File: config.mk
export PLATFORM = sky130hd
export DESIGN_NAME = hilo_muldiv_unit
export DESIGN_NICKNAME = d
export VERILOG_FILES = /design/src/rtl/hilo_muldiv_unit_pkg.sv /design/src/rtl/muldiv_div_core.sv /design/src/rtl/hilo_muldiv_unit.sv
export SDC_FILE = /design/constraint.sdc
export NUM_CORES = 1
export LEC_CHECK = 0
export CORE_AREA = 2 2 169 213
export DETAILED_ROUTE_END_ITERATION = 8
export DIE_AREA = 0 0 171 215
export PLACE_DENSITY = 0.8
export SYNTH_ARGS = -nofsm -noshare
export SYNTH_HDL_FRONTEND = slang
export SYNTH_HIERARCHICAL = 1
export SYNTH_SLANG_ARGS = --single-unit
File: constraint.sdc
create_clock -name clk -period 8.7 [get_ports clk]
set_input_delay 2.61 -clock clk [delete_from_list [all_inputs] [get_ports clk]]
set_output_delay 2.61 -clock clk [all_outputs]
set_load 0.005 [all_outputs]
File: src/rtl/hilo_muldiv_unit_pkg.sv
// Shared encodings for the HI/LO multiply/divide engine: operation codes and FSM states.
package hilo_muldiv_unit_pkg;

   localparam logic [1:0] MULDIV_MULT  = 2'b00;
   localparam logic [1:0] MULDIV_MULTU = 2'b01;
   localparam logic [1:0] MULDIV_DIV   = 2'b10;
   localparam logic [1:0] MULDIV_DIVU  = 2'b11;

   typedef enum logic [1:0] {
      ST_IDLE = 2'b00,
      ST_MUL  = 2'b01,
      ST_DIV  = 2'b10,
      ST_DONE = 2'b11
   } muldiv_state_t;

   function automatic logic op_is_signed(input logic [1:0] op);
      return (op == MULDIV_MULT) || (op == MULDIV_DIV);
   endfunction

   function automatic logic op_is_div(input logic [1:0] op);
      return (op == MULDIV_DIV) || (op == MULDIV_DIVU);
   endfunction

endpackage

File: src/rtl/muldiv_div_core.sv
// Restoring divider datapath: one quotient bit per enabled step on unsigned magnitudes.
module muldiv_div_core #(
   parameter int WIDTH = 32
) (
   input  logic             clk,
   input  logic             rst,
   input  logic             load,
   input  logic             step,
   input  logic [WIDTH-1:0] dividend,
   input  logic [WIDTH-1:0] divisor,
   output logic [WIDTH-1:0] quotient,
   output logic [WIDTH-1:0] remainder
);

   logic [WIDTH-1:0] rem_q, rem_d;
   logic [WIDTH-1:0] quo_q, quo_d;
   logic [WIDTH-1:0] dvs_q, dvs_d;
   logic [WIDTH:0]   trial;

   always_comb begin
      rem_d = rem_q;
      quo_d = quo_q;
      dvs_d = dvs_q;
      // Borrow out of the top bit means the shifted remainder is below the divisor.
      trial = {rem_q, quo_q[WIDTH-1]} - {1'b0, dvs_q};
      if (load) begin
         rem_d = '0;
         quo_d = dividend;
         dvs_d = divisor;
      end else if (step) begin
         if (!trial[WIDTH]) begin
            rem_d = trial[WIDTH-1:0];
            quo_d = {quo_q[WIDTH-2:0], 1'b1};
         end else begin
            rem_d = {rem_q[WIDTH-2:0], quo_q[WIDTH-1]};
            quo_d = {quo_q[WIDTH-2:0], 1'b0};
         end
      end
   end

   always_ff @(posedge clk or posedge rst) begin
      if (rst) begin
         rem_q <= '0;
         quo_q <= '0;
         dvs_q <= '0;
      end else begin
         rem_q <= rem_d;
         quo_q <= quo_d;
         dvs_q <= dvs_d;
      end
   end

   assign quotient  = quo_q;
   assign remainder = rem_q;

endmodule

File: src/rtl/hilo_muldiv_unit.sv
// Multi-cycle signed/unsigned multiply/divide engine producing HI/LO for the EX stage,
// holding the pipeline through stallreq while an operation is in flight.
module hilo_muldiv_unit
   import hilo_muldiv_unit_pkg::*;
#(
   parameter int WIDTH    = 32,
   parameter int ITER_MUL = 1
) (
   input  logic             clk,
   input  logic             rst,
   input  logic             start,
   input  logic [1:0]       op,
   input  logic [WIDTH-1:0] src_a,
   input  logic [WIDTH-1:0] src_b,
   input  logic             flush,
   output logic             stallreq,
   output logic             busy,
   output logic             done,
   output logic [WIDTH-1:0] hi,
   output logic [WIDTH-1:0] lo
);

   localparam int CW = $clog2(WIDTH + 1);
   localparam logic [CW-1:0] FULL_ITER = CW'(WIDTH);
   localparam logic [CW-1:0] ONE_ITER  = CW'(1);

   muldiv_state_t      state_q, state_d;
   logic [WIDTH-1:0]   a_q, a_d;
   logic [WIDTH-1:0]   ma_q, ma_d;
   logic [WIDTH-1:0]   mb_q, mb_d;
   logic               neg_q, neg_d;
   logic               rneg_q, rneg_d;
   logic               div0_q, div0_d;
   logic [CW-1:0]      cnt_q, cnt_d;
   logic [2*WIDTH-1:0] prod_q, prod_d;
   logic [WIDTH-1:0]   hi_q, hi_d;
   logic [WIDTH-1:0]   lo_q, lo_d;
   logic               done_q, done_d;

   logic               sgn;
   logic [WIDTH-1:0]   mag_a, mag_b;
   logic [WIDTH:0]     add_sum;
   logic [2*WIDTH-1:0] prod_fix;
   logic [CW-1:0]      mul_last, div_last;
   logic               div_load, div_step;
   logic [WIDTH-1:0]   div_quo, div_rem;

   function automatic logic [WIDTH-1:0] magnitude(input logic [WIDTH-1:0] v, input logic is_signed);
      logic signed [WIDTH-1:0] sv;
      sv = v;
      return (is_signed && (sv < 0)) ? -v : v;
   endfunction

   function automatic logic [WIDTH-1:0] apply_sign(input logic [WIDTH-1:0] v, input logic negate);
      return negate ? -v : v;
   endfunction

   assign sgn      = op_is_signed(op);
   assign mag_a    = magnitude(src_a, sgn);
   assign mag_b    = magnitude(src_b, sgn);
   assign prod_fix = neg_q ? -prod_q : prod_q;
   assign mul_last = (ITER_MUL != 0) ? FULL_ITER : ONE_ITER;
   assign div_last = div0_q ? ONE_ITER : FULL_ITER;

   always_comb begin
      state_d  = state_q;
      a_d      = a_q;
      ma_d     = ma_q;
      mb_d     = mb_q;
      neg_d    = neg_q;
      rneg_d   = rneg_q;
      div0_d   = div0_q;
      cnt_d    = cnt_q;
      prod_d   = prod_q;
      hi_d     = hi_q;
      lo_d     = lo_q;
      done_d   = 1'b0;
      div_load = 1'b0;
      div_step = 1'b0;
      add_sum  = {1'b0, prod_q[2*WIDTH-1:WIDTH]} + (prod_q[0] ? {1'b0, ma_q} : '0);
      if (flush) begin
         state_d = ST_IDLE;
      end else begin
         case (state_q)
            ST_IDLE: begin
               if (start) begin
                  a_d      = src_a;
                  ma_d     = mag_a;
                  mb_d     = mag_b;
                  neg_d    = sgn & (src_a[WIDTH-1] ^ src_b[WIDTH-1]);
                  rneg_d   = sgn & src_a[WIDTH-1];
                  div0_d   = (src_b == '0);
                  cnt_d    = '0;
                  prod_d   = {{WIDTH{1'b0}}, mag_b};
                  div_load = 1'b1;
                  state_d  = op_is_div(op) ? ST_DIV : ST_MUL;
               end
            end
            ST_MUL: begin
               if (cnt_q == mul_last) begin
                  hi_d    = prod_fix[2*WIDTH-1:WIDTH];
                  lo_d    = prod_fix[WIDTH-1:0];
                  done_d  = 1'b1;
                  state_d = ST_DONE;
               end else begin
                  cnt_d = cnt_q + ONE_ITER;
                  // Shift-add: multiplier bits leave the low half as product bits enter the top.
                  if (ITER_MUL != 0) prod_d = {add_sum, prod_q[WIDTH-1:1]};
                  else               prod_d = {{WIDTH{1'b0}}, ma_q} * {{WIDTH{1'b0}}, mb_q};
               end
            end
            ST_DIV: begin
               if (cnt_q == div_last) begin
                  hi_d    = div0_q ? a_q : apply_sign(div_rem, rneg_q);
                  lo_d    = div0_q ? '1  : apply_sign(div_quo, neg_q);
                  done_d  = 1'b1;
                  state_d = ST_DONE;
               end else begin
                  cnt_d    = cnt_q + ONE_ITER;
                  div_step = ~div0_q;
               end
            end
            default: state_d = ST_IDLE;
         endcase
      end
   end

   always_ff @(posedge clk or posedge rst) begin
      if (rst) begin
         state_q <= ST_IDLE;
         a_q     <= '0;
         ma_q    <= '0;
         mb_q    <= '0;
         neg_q   <= 1'b0;
         rneg_q  <= 1'b0;
         div0_q  <= 1'b0;
         cnt_q   <= '0;
         prod_q  <= '0;
         hi_q    <= '0;
         lo_q    <= '0;
         done_q  <= 1'b0;
      end else begin
         state_q <= state_d;
         a_q     <= a_d;
         ma_q    <= ma_d;
         mb_q    <= mb_d;
         neg_q   <= neg_d;
         rneg_q  <= rneg_d;
         div0_q  <= div0_d;
         cnt_q   <= cnt_d;
         prod_q  <= prod_d;
         hi_q    <= hi_d;
         lo_q    <= lo_d;
         done_q  <= done_d;
      end
   end

   muldiv_div_core #(.WIDTH(WIDTH)) u_div_core (
      .clk       (clk),
      .rst       (rst),
      .load      (div_load),
      .step      (div_step),
      .dividend  (mag_a),
      .divisor   (mag_b),
      .quotient  (div_quo),
      .remainder (div_rem)
   );

   // Combinational so the requesting instruction stalls in its own cycle.
   assign stallreq = (start & (state_q == ST_IDLE) & ~flush) |
                     (state_q == ST_MUL) | (state_q == ST_DIV);
   assign busy     = (state_q != ST_IDLE);
   assign done     = done_q;
   assign hi       = hi_q;
   assign lo       = lo_q;

endmodule

==> summary.md, run 1 <==
| Metric | Value |
|---|---|
| Critical-path top delay cell | `clkdlybuf4s50_1` |
| Post-synthesis async set-or-reset flop share | `100%` |
| Critical path launch point type | `input pin` |
| HPWL after DPL | `47,500 um` |
| # Post-CTS Setup Buffers | `0` |
| Setup TNS Final | `0 ns` |
| EDFF count, synth | `0` |
| DR pass1 iterations | `6` |
| Overflow after GRT | `0` |
| Slew margin rel. | `14.5%` |
| Register bit total from synthesis | `299` |
| Remaining DRCs | `0` |
| Max clock buf depth | `3` |
| Sequential share of the synthesized area | `36.2%` |
| Share of cells above drive strength 1 | `5.04%` |
| Post-synthesis cell area | `20,700 um^2` |
| Vias | `18,981` |
| Synth Area per Inst | `8.30 um^2` |
| Crit Path Category | `input pin to primary output` |
| RSZ-0062 raised after global routing | `no` |
| Most common cell after layout, fill and taps aside | `nand2_1` |
| Area delta synth->final | `13.6%` |
| Cell depth of the worst setup path | `4` |
| TritonCTS Buffers | `35` |
| Final Critical Period | `6.68 ns` |
| Routability-driven placement congestion ratio | `0.978` |
| Number of global-route vias before repair | `18,384` |
| Status | `completed` |
| Critical path launch point | `flush` |
| Ports | `137` |
| Largest net degree at the start of global routing | `118` |
| Diode count | `0` |
| Crit. End Element | `primary output` |
| Achievable Freq | `150 MHz` |
| Crit path max fanout | `7` |
| Family with the most delay on the worst path | `buffers and inverters` |
| VDD IR max | `268 uV` |
| Final setup fails | `0` |
| Finished Layout Cells | `3,035` |
| Fin nets | `2,682` |
| First-pass GRT wire length | `101,000 um` |
| Resize count post-CTS | `0` |
| Core Box Area | `34,900 um^2` |
| WP data required | `6.09 ns` |
| Leak | `10.4 nW` |
| Dpl cells | `2,972` |
| Vias per cell | `6.25` |
| Clk_skew | `0.0152 ns` |
| FF-to-FF path depth | `14` |
| Clock transition at the registers of the reported paths | `0.05 ns` |
| CP Cell Sequence | `clkdlybuf4s50_1 -> or2_2 -> nand2_1 -> clkdlybuf4s50_1` |
| Worst setup path end | `stallreq` |
| Post-Synthesis Net Count | `2,635` |
| Initial antenna violation count | `2` |
| Root Driver | `clkbuf_16` |
| FP Rows | `77` |
| Buffers on Ports | `136` |
| Slew @ Worst Pin | `1.27 ns` |
| Most used cell, CP | `clkdlybuf4s50_1` |
| Die ar. | `36,800 um^2` |
| Total Routed Length | `64,200 um` |
| Wire per inst | `21.2 um` |
| Commonest cells after routing, fill and taps aside | `nand2_1 (499), dfrtp_1 (297), o21ai_0 (273)` |
| Clock H-tree levels | `2` |
| Post-synth cell types | `77` |
| Crit path largest cell delay | `0.52 ns` |
| YS warnings | `6` |
| Final hold violations | `0` |
| R2R Setup Slk | `4.20 ns` |
| CTS Sinks | `299` |
| Pwr/cell area | `389 nW/um^2` |
| Arrival time at the worst endpoint | `4.07 ns` |
| TritonCTS clock tree | `yes` |
| Die height | `215 um` |
| Reg-to-reg startpoint | `prod_q[0]` |
| Max Slew Vio Count | `0` |
| ANT nets after route | `0` |
| Top_reg_cell synth | `dfrtp_1` |
| Reg-to-reg critical path endpoint | `prod_q[59]` |
| Starting Density | `59.2%` |
| CP Buf/Inv Count | `2` |
| Hold Path Class | `register to register` |
| Gate Count Post-Synth | `2,488` |
| Chip width | `171 um` |
| Later-pin clock latency in the skew report | `0.53 ns` |
| First DRT Iteration DRCs | `1,866` |
| Max cap viols | `0` |
| Cts hold-fix bufs | `0` |
| Overall routing resource usage | `35.0%` |
| Final period util | `76.8%` |
| HP Start | `ma_q[7]` |
[worst min-delay path, delay by kind of cell (launching register included)]
kind             cells  cell delay, ns
flip-flops           1            0.33
AND/OR/NAND/NOR      2            0.11
[per-layer routing]
metal	vias up	part of all wire (%)	global-route usage, %
met3	208	6.7	4.71
li1	8811	-	-
met4	2	6.7	20.2
met2	791	47	56.2
met5	-	0.020	0
met1	9169	40	45.2
[flip-flops by register name, indices dropped and copies added (netlist names), 2 cells and up]
register / count
lo: 32
a_q: 32
ma_q: 31
u_div_core/dvs_q: 32
state_q: 2
u_div_core/quotient: 32
prod_q: 64
cnt_q: 6
hi: 32
u_div_core/remainder: 32
[metrics by stage]
step / setup slack [ns] / hold WS, ns / total power, mW / area (um^2) / utilization, %
finish: 2.02 / 0.469 / 9.14 / 23500 / 67.3
CTS: 2.02 / 0.471 / 9.07 / 23500 / 67.3
detailed placement: 2.05 / 0.456 / 7.43 / 22200 / 63.7
global placement: 2.06 / 0.452 / 7.27 / 22200 / 63.7
floorplan: 0.551 / 0.437 / 5.93 / 20700 / -
global route: 1.99 / 0.480 / 9.73 / 23500 / 67.3
[final cells by class]
| type | instances | area, um^2 |
|---|---|---|
| inverters | 82 | 322 |
| multi-input cells | 1963 | 12300 |
| clock inverters | 15 | 219 |
| flip-flops and latches | 299 | 7480 |
| fillers | 2884 | 11400 |
| clock buffers | 48 | 1040 |
| repair buffers | 154 | 1500 |
| well taps | 474 | 593 |
[report_power, final]
part / leakage (nW) / switching, mW / internal (mW)
Combinational: 5.94 / 2.89 / 2.00
Clock: 0.599 / 0.618 / 0.987
Sequential: 3.82 / 0.676 / 1.97
[synth_stat cells, types with 16 or more instances]
master | number | area, um^2
ha_1 | 75 | 938
o22ai_1 | 31 | 194
nand2_1 | 500 | 1880
inv_1 | 79 | 297
o41ai_1 | 22 | 193
a211oi_1 | 19 | 143
clkbuf_1 | 112 | 420
or3_1 | 22 | 138
nand2b_1 | 33 | 206
o31ai_1 | 46 | 345
xnor2_1 | 124 | 1090
o21ai_0 | 273 | 1370
nand3_1 | 37 | 185
a21oi_1 | 100 | 500
mux2i_1 | 95 | 951
and2_1 | 40 | 250
buf_1 | 24 | 90.1
xor2_1 | 105 | 920
a21o_1 | 36 | 270
nor2_1 | 121 | 454
nor4_1 | 19 | 119
a22o_1 | 23 | 201
nor3_1 | 37 | 185
a31oi_1 | 19 | 119
dfrtp_1 | 299 | 7480
o211ai_1 | 16 | 120
[worst min path at each step]
stage	cells past startpoint	endpoint	slack [ns]
floorplan	2	ma_q[22]	0.44
global placement	2	a_q[27]	0.45
detailed placement	2	ma_q[3]	0.46
CTS	2	ma_q[7]	0.47
global route	2	ma_q[7]	0.48
finish	2	ma_q[7]	0.47
[logic make-up (layout without fill, tap and decap cells)]
group / Yosys count / after routing / share of synthesized area, %
fa+ha+maj: 77 / 77 / 4.74
flops: 299 / 299 / 36.2
buf+inv: 226 / 299 / 4.26
xor+xnor: 231 / 231 / 9.98
mux: 102 / 102 / 4.99
simple gates: 890 / 890 / 19.3
compound gates: 663 / 663 / 20.5
No activity file was read; power rests on OpenSTA's default activity.
==> run 2: changes to the inputs <==
Clock period 8.7 ns to 6.95 ns, I/O delays scaled along.
==> summary.md, run 2 (synthesized netlist as in run 1, its figures left out) <==
| Metric | Value |
|---|---|
| Diode count | `0 (unchanged)` |
| TritonCTS clock tree | `yes (unchanged)` |
| Overflow after GRT | `0 (unchanged)` |
| TritonCTS Buffers | `34 (was 35)` |
| Total Power | `11.3 mW (was 9.14 mW)` |
| Final period util | `80.9%` |
| Max Slew Vio Count | `0 (unchanged)` |
| Starting Density | `59.2% (unchanged)` |
| Most common cell after layout, fill and taps aside | `nand2_1 (unchanged)` |
| Share of cells above drive strength 1 | `4.73% (was 5.04%)` |
| Buffers on Ports | `136 (unchanged)` |
| NetSw | `5.29 mW (was 4.18 mW)` |
| Overall routing resource usage | `35.7% (was 35.0%)` |
| Root Driver | `clkbuf_16 (unchanged)` |
| Arrival time at the worst endpoint | `3.53 ns (was 4.07 ns)` |
| Remaining DRCs | `0 (unchanged)` |
| HPWL after DPL | `48,300 um (was 47,500 um)` |
| Number of global-route vias before repair | `18,381 (was 18,384)` |
| Critical path launch point type | `input pin (unchanged)` |
| Clock share of power | `15.5% (was 17.6%)` |
| Chip width | `171 um (unchanged)` |
| Wire per inst | `21.7 um (was 21.2 um)` |
| Final hold violations | `0 (unchanged)` |
| Sequential share of power | `29.6% (was 29.0%)` |
| Crit path max fanout | `7 (unchanged)` |
| Achievable Freq | `178 MHz` |
| Pwr/cell area | `483 nW/um^2 (was 389 nW/um^2)` |
| Resize count post-CTS | `0 (unchanged)` |
| Fin util | `66.8% (was 67.3%)` |
| Comb pwr share | `54.9% (was 53.5%)` |
| Setup TNS Final | `0 ns (unchanged)` |
| Max clock buf depth | `3 (unchanged)` |
| WP data required | `4.87 ns (was 6.09 ns)` |
| CTS Sinks | `299 (unchanged)` |
| Max cap viols | `0 (unchanged)` |
| Commonest cells after routing, fill and taps aside | `nand2_1 (499), dfrtp_1 (297), o21ai_0 (273) (unchanged)` |
| Crit. End Element | `primary output (unchanged)` |
| Core Box Area | `34,900 um^2 (unchanged)` |
| # Post-CTS Setup Buffers | `0 (unchanged)` |
| Cts hold-fix bufs | `0 (unchanged)` |
| Later-pin clock latency in the skew report | `0.54 ns (was 0.53 ns)` |
| Clock transition at the registers of the reported paths | `0.06 ns (was 0.05 ns)` |
| Switch share | `47.0% (was 45.7%)` |
| Routability-driven placement congestion ratio | `1.01 (was 0.978)` |
| Slew margin rel. | `17.2% (was 14.5%)` |
| First DRT Iteration DRCs | `2,104 (was 1,866)` |
| Clk_skew | `0.00888 ns (was 0.0152 ns)` |
| Final Critical Period | `5.62 ns` |
| Hold Path Class | `register to register (unchanged)` |
| Die ar. | `36,800 um^2 (unchanged)` |
| Total Routed Length | `65,700 um (was 64,200 um)` |
| Area delta synth->final | `12.8% (was 13.6%)` |
| Status | `completed (unchanged)` |
| Crit Path Category | `input pin to primary output (unchanged)` |
| WHS | `0.470 ns (was 0.469 ns)` |
| Final setup fails | `0 (unchanged)` |
| Vias | `19,154 (was 18,981)` |
| Die height | `215 um (unchanged)` |
| FP Rows | `77 (unchanged)` |
| Largest net degree at the start of global routing | `138 (was 118)` |
| Biggest register | `prod_q (unchanged)` |
| Initial antenna violation count | `2 (unchanged)` |
| RSZ-0062 raised after global routing | `no (unchanged)` |
| ANT nets after route | `0 (unchanged)` |
| DP Area | `22,300 um^2 (was 22,200 um^2)` |
| Fin nets | `2,683 (was 2,682)` |
| Vias per cell | `6.32 (was 6.25)` |
| Slew @ Worst Pin | `1.24 ns (was 1.27 ns)` |
| Fin area | `23,300 um^2 (was 23,500 um^2)` |
| Max reg flops | `64 (unchanged)` |
| DR pass1 iterations | `8 (was 6)` |
| Clock H-tree levels | `2 (unchanged)` |
| Internal power | `5.96 mW (was 4.96 mW)` |
| Ports | `137 (unchanged)` |
| VDD IR max | `330 uV (was 268 uV)` |
| Leak | `10.3 nW (was 10.4 nW)` |
| First-pass GRT wire length | `102,000 um (was 101,000 um)` |
==> run 2: cell count changes in the layout (fill, tap and decap cells not counted) <==
cell        change
inv_6           +1
clkbuf_1        +4
clkbuf_8        -3
clkinvlp_4      -1
clkbuf_16       -3
inv_8           -1
bufinv_16       -4
clkinv_8        +1
buf_4           -1
buf_12          +3
==> run 2: worst max-delay path: stages <==
cell and delay [ns]:
clkdlybuf4s50_1 0.53, or2_2 0.36, nand2_1 0.07, clkdlybuf4s50_1 0.49
==> run 2: final timing paths <==
kind	startpoint	to	slack, ns	cells after the start
max	flush	stallreq	1.33	4
min	ma_q[24]	ma_q[24]	0.47	2
max reg2reg	prod_q[0]	prod_q[59]	2.56	13
min reg2reg	ma_q[24]	ma_q[24]	0.47	2
max in group asynchronous	rst	u_div_core/quotient[22]	3.61	3
min in group asynchronous	rst	u_div_core/dvs_q[9]	2.09	2
==> run 2: final cells by class <==
class	count	area, um^2
multi-input combinational	1963	12300
fill	2909	11600
sequential	299	7480
timing repair buffer	156	1550
clock buffer	46	936
tap	474	593
inverter	82	318
clock inverter	11	109
==> run 2: power groups by stage <==
stage                     Clock [mW]  Sequential [mW]  Combinational [mW]
after floorplan                    0             3.00                4.42
after global placement             0             3.28                5.91
after detailed placement           0             3.32                6.04
after CTS                       1.76             3.30                6.08
after global routing            1.83             3.40                6.75
final                           1.75             3.33                6.18
==> run 2: per-stage QoR <==
stage	cells	worst slack, ns
6_report	3031	1.33
4_1_cts	3031	1.33
2_1_floorplan	2488	1.76
5_1_grt	3031	1.26
3_3_place_gp	2974	1.34
3_5_place_dp	2974	1.34
==> run 2: layer usage <==
layer	GRT usage, %	routed length [um]
met5	0	28
met4	22.0	4730
met3	4.44	4700
met2	57.7	30800
met1	45.5	25400
